$ cat src/rtl/mul_if.sv
// Handshake bundle between the control unit and the multi-cycle MUL sequencer.
interface mul_if #(
    parameter int WIDTH = 32,
    parameter int RD_W  = 5
);
    logic             start;
    logic             kill;
    logic [WIDTH-1:0] op_a;
    logic [WIDTH-1:0] op_b;
    logic [RD_W-1:0]  rd_in;
    logic             stall;
    logic             busy;
    logic             done;
    logic             regwrite;
    logic [RD_W-1:0]  rd_out;
    logic [WIDTH-1:0] result;

    modport master (
        output start, kill, op_a, op_b, rd_in,
        input  stall, busy, done, regwrite, rd_out, result
    );

    modport slave (
        input  start, kill, op_a, op_b, rd_in,
        output stall, busy, done, regwrite, rd_out, result
    );
endinterface

$ cat src/rtl/mul_sequencer.sv
// Radix-2 shift-add sequencer for RV32M MUL: WIDTH iterations, one writeback pulse.
//   state | meaning
//   IDLE  | no op in flight, waiting for start
//   RUN   | shift-add iterations, cnt counts 0..WIDTH-1
//   DONE  | one-cycle writeback of result/rd_out; may accept the next op
module mul_sequencer #(
    parameter int WIDTH = 32,
    parameter int RD_W  = 5
) (
    input logic  clk,
    input logic  rst,
    mul_if.slave bus
);
    localparam int CNT_W = (WIDTH > 1) ? $clog2(WIDTH) : 1;

    typedef enum logic [1:0] {IDLE, RUN, DONE} state_t;

    state_t           state, state_next;
    logic [WIDTH-1:0] mcand, mplr, acc, acc_next, result_q;
    logic [RD_W-1:0]  rd_q, rd_out_q;
    logic [CNT_W-1:0] cnt;
    logic             accept, last;

    assign accept   = bus.start & ((state == IDLE) | (state == DONE)) & ~bus.kill;
    assign last     = (state == RUN) & (cnt == CNT_W'(WIDTH - 1));
    assign acc_next = mplr[0] ? acc + mcand : acc;

    always_comb begin
        state_next = state;
        case (state)
            IDLE:    if (accept) state_next = RUN;
            RUN: begin
                if (bus.kill)  state_next = IDLE;
                else if (last) state_next = DONE;
            end
            DONE:    state_next = accept ? RUN : IDLE;
            default: state_next = IDLE;
        endcase
    end

    always_ff @(posedge clk) begin
        if (rst) begin
            state    <= IDLE;
            mcand    <= '0;
            mplr     <= '0;
            acc      <= '0;
            cnt      <= '0;
            rd_q     <= '0;
            rd_out_q <= '0;
            result_q <= '0;
        end else begin
            state <= state_next;
            if (accept) begin
                mcand <= bus.op_a;
                mplr  <= bus.op_b;
                rd_q  <= bus.rd_in;
                acc   <= '0;
                cnt   <= '0;
            end else if ((state == RUN) && !bus.kill) begin
                acc   <= acc_next;
                mcand <= mcand << 1;
                mplr  <= mplr >> 1;
                cnt   <= cnt + CNT_W'(1);
                // Capture on the final iteration so DONE presents a stable value.
                if (last) begin
                    result_q <= acc_next;
                    rd_out_q <= rd_q;
                end
            end
        end
    end

    assign bus.stall    = accept | (state == RUN);
    assign bus.busy     = (state == RUN);
    assign bus.done     = (state == DONE);
    assign bus.regwrite = (state == DONE);
    assign bus.rd_out   = rd_out_q;
    assign bus.result   = result_q;
endmodule

$ cat src/flat_wrapper.sv
// flat-port wrapper written by rule: the top's interface ports become plain ports
module mul_sequencer_flat 
#(
    parameter int WIDTH = 32,
    parameter int RD_W  = 5
)
  (clk, rst, bus_start, bus_kill, bus_op_a, bus_op_b, bus_rd_in, bus_stall, bus_busy, bus_done, bus_regwrite, bus_rd_out, bus_result);
  mul_if #(.WIDTH(WIDTH), .RD_W(RD_W)) bus_i ();
  input logic clk;
  input logic rst;
  input wire logic [$bits(bus_i.start)-1:0] bus_start;
  input wire logic [$bits(bus_i.kill)-1:0] bus_kill;
  input wire logic [$bits(bus_i.op_a)-1:0] bus_op_a;
  input wire logic [$bits(bus_i.op_b)-1:0] bus_op_b;
  input wire logic [$bits(bus_i.rd_in)-1:0] bus_rd_in;
  output wire logic [$bits(bus_i.stall)-1:0] bus_stall;
  output wire logic [$bits(bus_i.busy)-1:0] bus_busy;
  output wire logic [$bits(bus_i.done)-1:0] bus_done;
  output wire logic [$bits(bus_i.regwrite)-1:0] bus_regwrite;
  output wire logic [$bits(bus_i.rd_out)-1:0] bus_rd_out;
  output wire logic [$bits(bus_i.result)-1:0] bus_result;
  assign bus_i.start = bus_start;
  assign bus_i.kill = bus_kill;
  assign bus_i.op_a = bus_op_a;
  assign bus_i.op_b = bus_op_b;
  assign bus_i.rd_in = bus_rd_in;
  assign bus_stall = bus_i.stall;
  assign bus_busy = bus_i.busy;
  assign bus_done = bus_i.done;
  assign bus_regwrite = bus_i.regwrite;
  assign bus_rd_out = bus_i.rd_out;
  assign bus_result = bus_i.result;
  mul_sequencer #(.WIDTH(WIDTH), .RD_W(RD_W)) u_core (.clk(clk), .rst(rst), .bus(bus_i));
endmodule
$ cat config.mk
export PLATFORM = sky130hd
export DESIGN_NAME = mul_sequencer_flat
export DESIGN_NICKNAME = d
export VERILOG_FILES = /design/src/rtl/mul_if.sv /design/src/rtl/mul_sequencer.sv /design/src/flat_wrapper.sv
export SDC_FILE = /design/constraint.sdc
export NUM_CORES = 1
export LEC_CHECK = 0
export BUFFER_PORTS_ARGS = -buffer_cell sky130_fd_sc_hd__buf_2
export CAP_MARGIN = 20
export CORE_ASPECT_RATIO = 0.5
export CORE_MARGIN = 5
export CORE_UTILIZATION = 40
export DETAILED_ROUTE_END_ITERATION = 16
export GPL_ROUTABILITY_DRIVEN = 0
export SYNTH_ARGS = -nofsm -noshare
export SYNTH_HDL_FRONTEND = slang
export SYNTH_SLANG_ARGS = --single-unit
export TNS_END_PERCENT = 5
$ cat constraint.sdc
create_clock -name clk -period 2.7 [get_ports clk]
set_input_delay 0.27 -clock clk [delete_from_list [all_inputs] [get_ports clk]]
set_output_delay 0.27 -clock clk [all_outputs]
set_load 0.05 [all_outputs]
==> results of run 1 <==
[metal layers]
metal  up-vias  wire [um]  global-route usage (%)
li1       3472          -                       -
met1      3234      10400                   26.67
met2       130       9035                   29.68
met3        19        981                   4.572
met4         4        184                   4.066
met5         -         31                       0
[worst max-delay path, cell delays in order (launching register included)]
cell and delay, ps:
dfxtp_1 320, ha_2 190, fa_2 370, a211oi_4 240
o21ai_2 130, a211oi_2 340, buf_4 190, o31ai_4 80
a21oi_2 230, xnor2_1 180, mux2i_1 140, a211oi_2 210
[registers in the layout, indices dropped and copies added, names as in the netlist]
register	count
u_core.mcand	32
u_core.acc	32
u_core.bus.result	32
u_core.bus.rd_out	5
u_core.cnt	5
u_core.rd_q	5
u_core.state	2
u_core.mplr	32
[cells by family after synthesis]
| family | share of synthesized area (%) |
|---|---|
| fa+ha+maj | 5.816 |
| mux | 3.110 |
| compound gates | 27.97 |
| buf+inv | 3.933 |
| simple gates | 16.52 |
| xor+xnor | 3.648 |
| flops | 39.00 |
[placed cells by master (no fill, tap or decap), drive strengths merged, types with 4 or more instances in the layout]
cell,netlist,layout
inv,8,11
nand2b,4,4
a31oi,4,4
buf,11,151
mux2i,22,22
a22oi,65,65
a311oi,4,4
a21oi,134,134
xor2,12,12
clkinv,0,5
o21bai,7,7
nor2,79,79
clkinvlp,0,4
a211oi,38,38
nand3,8,8
o31ai,5,5
nor3,9,9
clkbuf,54,18
or3,5,5
a21o,15,15
xnor2,19,19
nand4,8,8
o21ai,27,27
ha,33,33
dfxtp,145,145
nand2,152,152
[worst paths after layout]
kind / startpoint / to / slack [ps]
max: u_core.acc[0] / u_core.bus.result[24] / 10
min: bus_rd_in[3] / u_core.rd_q[3] / 80
max reg2reg: u_core.acc[0] / u_core.bus.result[24] / 10
min reg2reg: u_core.rd_q[2] / u_core.bus.rd_out[2] / 450
[synthesized netlist by cell type (5+ instances only)]
library cell,number
mux2i_1,22
a211oi_1,35
nand3_1,8
nor3_1,8
nand2_1,152
o21ai_0,19
o21bai_1,7
a21o_1,14
ha_1,33
o21ai_1,7
or3_1,5
xor2_1,12
nor2_1,77
a22oi_1,65
inv_1,8
dfxtp_1,145
clkbuf_1,54
a21oi_1,132
buf_2,6
nand4_1,8
xnor2_1,19
[final cells by class]
cell class	instances	area, um^2	area share (%)
Multi-Input combinational cell	692	4370	48.07
Timing Repair Buffer	151	890.9	9.798
Clock buffer	18	439.2	4.830
Clock inverter	14	156.4	1.720
Inverter	8	30.03	0.3303
Tap cell	240	300.3	3.303
Sequential cell	145	2905	31.95
[metrics by stage]
step                setup WS [ps]  setup TNS (ps)  cell area (um^2)
floorplan                   98.92               0              7443
global placement           -114.0          -392.5              8372
detailed placement         -227.8           -1174              8372
CTS                         6.223               0              8990
global route               -87.85          -724.4              9092
finish                      14.84               0              9092
[power breakdown]
part / switching, mW / total [mW] / internal [mW]
Combinational: 0.261 / 0.433 / 0.172
Sequential: 0.0437 / 2.24 / 2.20
Clock: 0.979 / 2.38 / 1.40
[timing repair]
| action | 4_1_cts | 5_1_grt |
|---|---|---|
| gates resized for setup | 5 | 18 |
| hold buffers | 0 | 0 |
| endpoints found under the setup margin | 12 | 18 |
| pin swaps | 5 | 12 |
| endpoints found under the hold margin | 0 | 0 |
| setup buffers | 1 | 2 |
==> results by group, run 1 <==
Job
  – Max_cap viols: 0

Cells and area
  – Fill count: 1815
  – Area growth, synth to finish: 22.15%
  – Share of cells above drive strength 1: 22.08%
  – Layout Utilization: 49.55%
  – Ant diodes: 0
  – Nets: 1122
  – Final cell count without fillers: 1268

Clock tree
  – Root Buffer: clkbuf_16
  – CTS Buf Count: 17
  – Clock-pin slew on the worst setup and hold paths: 60 ps
  – H-tree depth: 4
  – Worst skew pair latency: 430 ps
  – Clk buf depth: 2
  – Clk sink count: 145
  – CTS tree: built

Critical path
  – Critical path arrival: 3030 ps
  – Reg2reg path depth: 11
  – Critical path peak fanout: 3
  – Setup CP Type: reg -> reg
  – CP Capture Type: flip-flop
  – Required @ worst endpoint: 3050 ps
  – Startpoint class of the critical path: flip-flop

Synth
  – Synth Flop Type: dfxtp_1
  – Sequential-to-total area share from yosys stat: 39.00%
  – Syn Area/Cell: 8.180 um^2
  – Synth warn: 0
  – Cells after Synth: 910
  – EDFF count, synth: 0
  – FF+latch count, synth: 145
  – Yosys cell types: 62
  – Asr flop ratio synth: 0%
  – Synth top area cells: dfxtp_1 39%, a21oi_1 8.9%, nand2_1 7.7%
  – Syn nets: 1017
  – Post-Syn Area: 7443 um^2
  – Leading area contributor after synthesis: dfxtp_1
  – Top cell type's share of synthesized area: 39.00%

Global route
  – First-pass GRT wire length: 33750 um
  – Overflow after GRT: 0
  – Initial antenna violation count: 2
  – GRT Total Usage: 18.97%
  – Vias in the first global route: 6625
  – Largest net degree at the start of global routing: 76

STA
  – RSZ-0062 raised after global routing: yes
  – Final setup vio count: 0
  – Min Tclk post-route: 2685 ps
  – Fin. max-slew vios: 0
  – Fin crit share: 99.45%
  – Clk_skew: 12.58 ps
  – Max Clock Freq: 0.3724 GHz
  – Hold Fails Final Rpt: 0
  – Worst Tran Pin Value: 543.8 ps
  – Worst hold slack: 80.17 ps
  – Worst slew margin: 63.75%

Power
  – Total power: 5.050 mW
  – VDD IR max: 0.0003885 V
  – Pwr/cell area: 555.4 nW/um^2
  – LEAKAGE: 3.529 nW

Placement
  – DP Wirelength: 14470 um
  – Placed Cells: 1233
  – Port bufs: 113

Route
  – Final ANT Viol Nets: 0
  – Avg WL per Cell: 16.27 um
  – Average via count per standard cell: 5.409
  – Routed WL: 20630 um
  – 1st-pass router iterations: 4
  – Total number of vias: 6859
  – Drt drc: 0
  – Iter 0 DRT Violations: 437

Floorplan
  – Die area: 21600 um^2
  – I/O pin count: 114
  – DIE HEIGHT: 106.5 um
  – Initial Utilization: 40.57%
  – Core Area: 18350 um^2
  – Die Wd: 202.9 um
  – Number of cell rows: 35

Run status
  – Status: finished, final reports clean

Min path
  – Hold Path Depth: 3
  – Hold Path Class: in -> reg
Note: power is estimated with default switching activity, not from simulation.
==> run 2, diff against run 1 <==
- PLACE_DENSITY: default -> 0.68
==> results by group, run 2 (synthesis gave the netlist of run 1 again) <==
Run status
  – Status: finished, final reports clean

STA
  – Setup TNS: 0 ps
  – RSZ-0062 raised after global routing: yes
  – Fin. max-slew vios: 0
  – Max Clock Freq: 0.3772 GHz
  – Hold Fails Final Rpt: 0
  – Final setup vio count: 0
  – Min Tclk post-route: 2651 ps
  – Fin crit share: 98.20%
  – Worst hold slack: 80.34 ps
  – Clk_skew: 9.866 ps
  – Fin worst setup slack: 48.58 ps
  – Worst slew margin: 60.14%
  – Worst Tran Pin Value: 597.9 ps

Global route
  – Largest net degree at the start of global routing: 55
  – Initial antenna violation count: 1
  – Overflow after GRT: 0
  – First-pass GRT wire length: 33860 um
  – GRT Total Usage: 19.16%
  – Vias in the first global route: 6701

Cells and area
  – Most frequent cells in the layout: 152 x nand2_1, 142 x dfxtp_1, 129 x a21oi_1, 112 x buf_2, 75 x nor2_1
  – Area growth, synth to finish: 21.80%
  – Most common cell after layout, fill and taps aside: nand2_1
  – Layout Utilization: 49.41%
  – Nets: 1118
  – Fin area: 9066 um^2
  – Share of cells above drive strength 1: 21.78%
  – Fill count: 1742

Clock tree
  – Root Buffer: clkbuf_16
  – Clk sink count: 145
  – Worst skew pair latency: 430 ps
  – Cts-stage hold buffer count: 0
  – H-tree depth: 4
  – Clock-pin slew on the worst setup and hold paths: 60 ps
  – CTS tree: built
  – Clk buf depth: 2
  – CTS Buf Count: 17

Critical path
  – Setup CP Type: reg -> reg
  – CP Capture Type: flip-flop
  – Reg2reg path depth: 11
  – Slowest cell on the critical path: a2111oi_0
  – Cell Chain, Critical Path: buf_4, ha_4, a211oi_4, o21ai_4, a2111oi_4, buf_4, nor2_4, a2111oi_0, a211oi_1, xor2_1, nor2_1
  – Startpoint class of the critical path: flip-flop
  – Critical path arrival: 2950 ps
  – Critical path peak fanout: 4
  – Flop-to-flop setup slack: 50 ps
  – Worst path most repeated cell: buf_4
  – Required @ worst endpoint: 3000 ps
  – Crit path largest cell delay: 470 ps

Floorplan
  – Initial Utilization: 40.57%
  – Core Area: 18350 um^2
  – Die Wd: 202.9 um
  – I/O pin count: 114
  – DIE HEIGHT: 106.5 um
  – Die area: 21600 um^2
  – Number of cell rows: 35

Placement
  – DP Wirelength: 14500 um
  – Cell Area, Placed: 8304 um^2
  – Port bufs: 113
  – Worst slack, placed: -182.5 ps

Min path
  – Hold Path Depth: 3
  – Hold Path Class: in -> reg

Power
  – LEAKAGE: 3.508 nW
  – Pwr/cell area: 576.2 nW/um^2
  – VDD IR max: 0.0004457 V

Route
  – Total number of vias: 7034
  – Average via count per standard cell: 5.560
  – Highest metal used: met4
  – Met1 wire length: 10220 um
  – Iter 0 DRT Violations: 533
  – Routed WL: 20990 um
  – Avg WL per Cell: 16.59 um
  – Met3 wire length: 1253 um
  – Drt drc: 0
  – Met2 WL: 9222 um
  – 1st-pass router iterations: 5
  – Final ANT Viol Nets: 0

Job
  – Max_cap viols: 0
==> run 2: changes by cell type in the layout (fill, tap and decap cells not counted), sizes merged <==
cell	change
bufinv	+2
diode	+1
buf	-4
clkbuf	-1
clkinv	-1
==> run 2: power breakdown <==
part / internal, mW / leakage, nW / switching (mW)
registers: 2.20 / 1.18 / 0.0477
logic: 0.165 / 2.03 / 0.260
clock network: 1.56 / 0.296 / 0.997
total: 3.92 / 3.51 / 1.31
==> run 2: metrics by stage <==
stage,instances,power [mW]
floorplan,910,2.557
global placement,1229,2.700
detailed placement,1229,2.710
CTS,1262,5.263
global route,1265,5.426
finish,1265,5.224
==> run 2: worst paths after layout <==
check	startpoint	endpoint
max	u_core.acc[1]	u_core.acc[31]
min	bus_rd_in[1]	u_core.rd_q[1]
max reg2reg	u_core.acc[1]	u_core.acc[31]
min reg2reg	u_core.mplr[6]	u_core.mplr[6]
==> run 2: per-layer routing <==
metal / vias to the layer above / global-route usage, %
met3: 23 / 4.328
met4: 0 / 5.566
met1: 3342 / 27.40
li1: 3470 / -
met2: 199 / 28.91
met5: - / 0
==> run 2: timing repair <==
action	in CTS	in global routing
resized for setup	3	22
pin swaps	1	19
buffers inserted	1	2
endpoints found under the setup margin	16	21
==> run 2: final cells by class <==
cell class	instances	area (um^2)	area share (%)
flip-flops and latches	145	2907	32.06
inverters	8	30.03	0.3312
clock inverters	15	207.7	2.291
multi-input cells	692	4370	48.21
well taps	240	300.3	3.312
diodes	1	2.502	0.02760
clock buffers	17	425.4	4.692
repair buffers	147	823.3	9.081
==> run 2: worst max-delay path: cells and delay by family (launching register included) <==
family	cells	cell delay (ps)
simple gates	2	110
fa+ha+maj	1	240
xor+xnor	1	160
buf+inv	2	340
compound gates	5	1350
flops	1	320
==> run 3, diff against run 2 <==
- CORE_ASPECT_RATIO: 0.5 -> default
- CORE_UTILIZATION: 40 -> 52
- PLACE_DENSITY: 0.68 -> 0.83
==> results by group, run 3 (synthesis gave the netlist of run 1 again) <==
Run status
  – Status: finished, final reports clean

Global route
  – Vias in the first global route: 6693
  – GRT Total Usage: 23.67%
  – Largest net degree at the start of global routing: 87
  – First-pass GRT wire length: 32220 um
  – Overflow after GRT: 0
  – Initial antenna violation count: 0

Clock tree
  – Worst skew pair latency: 430 ps
  – CTS tree: built
  – Root Buffer: clkbuf_16
  – H-tree depth: 4
  – Clk sink count: 145
  – Clock-pin slew on the worst setup and hold paths: 60 ps
  – CTS Buf Count: 17
  – Cts-stage hold buffer count: 0
  – Clk buf depth: 2

STA
  – Fin crit share: 97.84%
  – Hold Fails Final Rpt: 0
  – Fin. max-slew vios: 0
  – Min Tclk post-route: 2642 ps
  – RSZ-0062 raised after global routing: yes
  – Max Clock Freq: 0.3786 GHz
  – Final setup vio count: 0
  – Fin worst setup slack: 58.38 ps
  – Worst Tran Pin Value: 502.2 ps
  – Clk_skew: 7.628 ps
  – Setup TNS: 0 ps
  – Worst slew margin: 66.29%

Power
  – Combinational Power Share: 8.9%
  – Seq pwr share: 45.9%
  – VDD IR max: 0.0004421 V
  – Switch share: 25.16%
  – Psw: 1.231 mW
  – Int Pwr: 3.660 mW
  – Total power: 4.891 mW
  – Pwr/cell area: 543.7 nW/um^2
  – LEAKAGE: 3.488 nW
  – Clock share of power: 45.2%

Cells and area
  – Fill count: 1151
  – Register area: 2909 um^2
  – Area occupied by multi-input gates: 4410 um^2
  – Layout Utilization: 64.56%
  – Most common cell after layout, fill and taps aside: nand2_1
  – Most frequent cells in the layout: 152 x nand2_1, 140 x dfxtp_1, 131 x a21oi_1, 112 x buf_2, 75 x nor2_1
  – Ant diodes: 0
  – Share of cells above drive strength 1: 22.22%
  – Fin area: 8996 um^2
  – Nets: 1120
  – Area growth, synth to finish: 20.86%

Route
  – 1st-pass router iterations: 5
  – Total number of vias: 7082
  – Avg WL per Cell: 16.69 um
  – Routed WL: 20130 um
  – Average via count per standard cell: 5.872
  – Drt drc: 0
  – Iter 0 DRT Violations: 572
  – Final ANT Viol Nets: 0

Critical path
  – Cell Chain, Critical Path: ha_4, fa_2, a211oi_4, o21ai_2, a211oi_2, buf_4, o31ai_4, a21oi_2, o21ai_2, xnor2_2, o31ai_1
  – Critical path arrival: 2980 ps
  – Crit path largest cell delay: 420 ps
  – Critical path peak fanout: 3
  – Required @ worst endpoint: 3040 ps
  – Worst path most repeated cell: o21ai_2
  – CP Capture Type: flip-flop
  – Slowest cell on the critical path: fa_2
  – Setup CP Type: reg -> reg
  – Startpoint class of the critical path: flip-flop

Placement
  – Worst slack, placed: -65.95 ps
  – Port bufs: 113
  – Cell Area, Placed: 8269 um^2
  – DP Wirelength: 13440 um

Floorplan
  – Initial Utilization: 53.42%
  – I/O pin count: 114
  – Die area: 16810 um^2
  – Die Wd: 129.6 um
  – Core Area: 13930 um^2
  – DIE HEIGHT: 129.6 um
  – Number of cell rows: 43

Min path
  – Hold Path Class: in -> reg

Job
  – Max_cap viols: 0
==> run 3: changes by cell type in the layout (fill, tap and decap cells not counted), sizes merged <==
cell,before,now
clkinvlp,4,6
clkbuf,17,20
inv,11,9
buf,147,149
diode,1,0
bufinv,4,1
==> run 3: worst paths after layout <==
path,startpoint,endpoint,slack [ps],depth (start not counted)
worst max-delay path,u_core.mcand[0],u_core.acc[28],60,11
worst min-delay path,bus_rd_in[4],u_core.rd_q[4],80,3
worst max register to register,u_core.mcand[0],u_core.acc[28],60,11
worst min register to register,u_core.bus.rd_out[1],u_core.bus.rd_out[1],450,2
==> run 3: through the flow <==
step / cells / hold slack, ps
floorplan: 910 / 406.0
global placement: 1171 / 438.1
detailed placement: 1171 / 442.9
CTS: 1203 / 67.09
global route: 1206 / 82.01
finish: 1206 / 80.77
==> run 3: power groups by stage <==
| stage | registers, mW | clock network, mW | logic [mW] |
|---|---|---|---|
| finish | 2.25 | 2.21 | 0.434 |
| detailed placement | 2.29 | 0 | 0.419 |
| floorplan | 2.27 | 0 | 0.284 |
| CTS | 2.24 | 2.23 | 0.422 |
| global route | 2.25 | 2.34 | 0.476 |
| global placement | 2.29 | 0 | 0.409 |
==> run 3: metal layers <==
| layer | wire, um | global-route usage [%] |
|---|---|---|
| met1 | 8784 | 30.38 |
| met4 | 515 | 8.252 |
| met3 | 1251 | 5.688 |
| met2 | 9575 | 39.07 |
| met5 | 0 | 0 |
==> run 3: repair_timing <==
| item | in CTS | in global routing |
|---|---|---|
| setup endpoints to repair | 6 | 17 |
| resized for setup | 3 | 26 |
| buffers inserted | 0 | 3 |
| cloned | 0 | 0 |
| pin swaps | 1 | 20 |
==> run 3: worst max-delay path: cells and delay by family (launching register included) <==
kind | cells | cell delay [ps]
flops | 1 | 330
compound gates | 7 | 1300
fa+ha+maj | 2 | 590
xor+xnor | 1 | 160
buf+inv | 1 | 190
==> run 3: area by class of cell <==
class	instances	share of cell area [%]
Multi-Input combinational cell	692	49.03
Sequential cell	145	32.34
Timing Repair Buffer	149	9.597
Clock buffer	20	4.965
Tap cell	180	2.503
Clock inverter	12	1.238
Inverter	8	0.3338
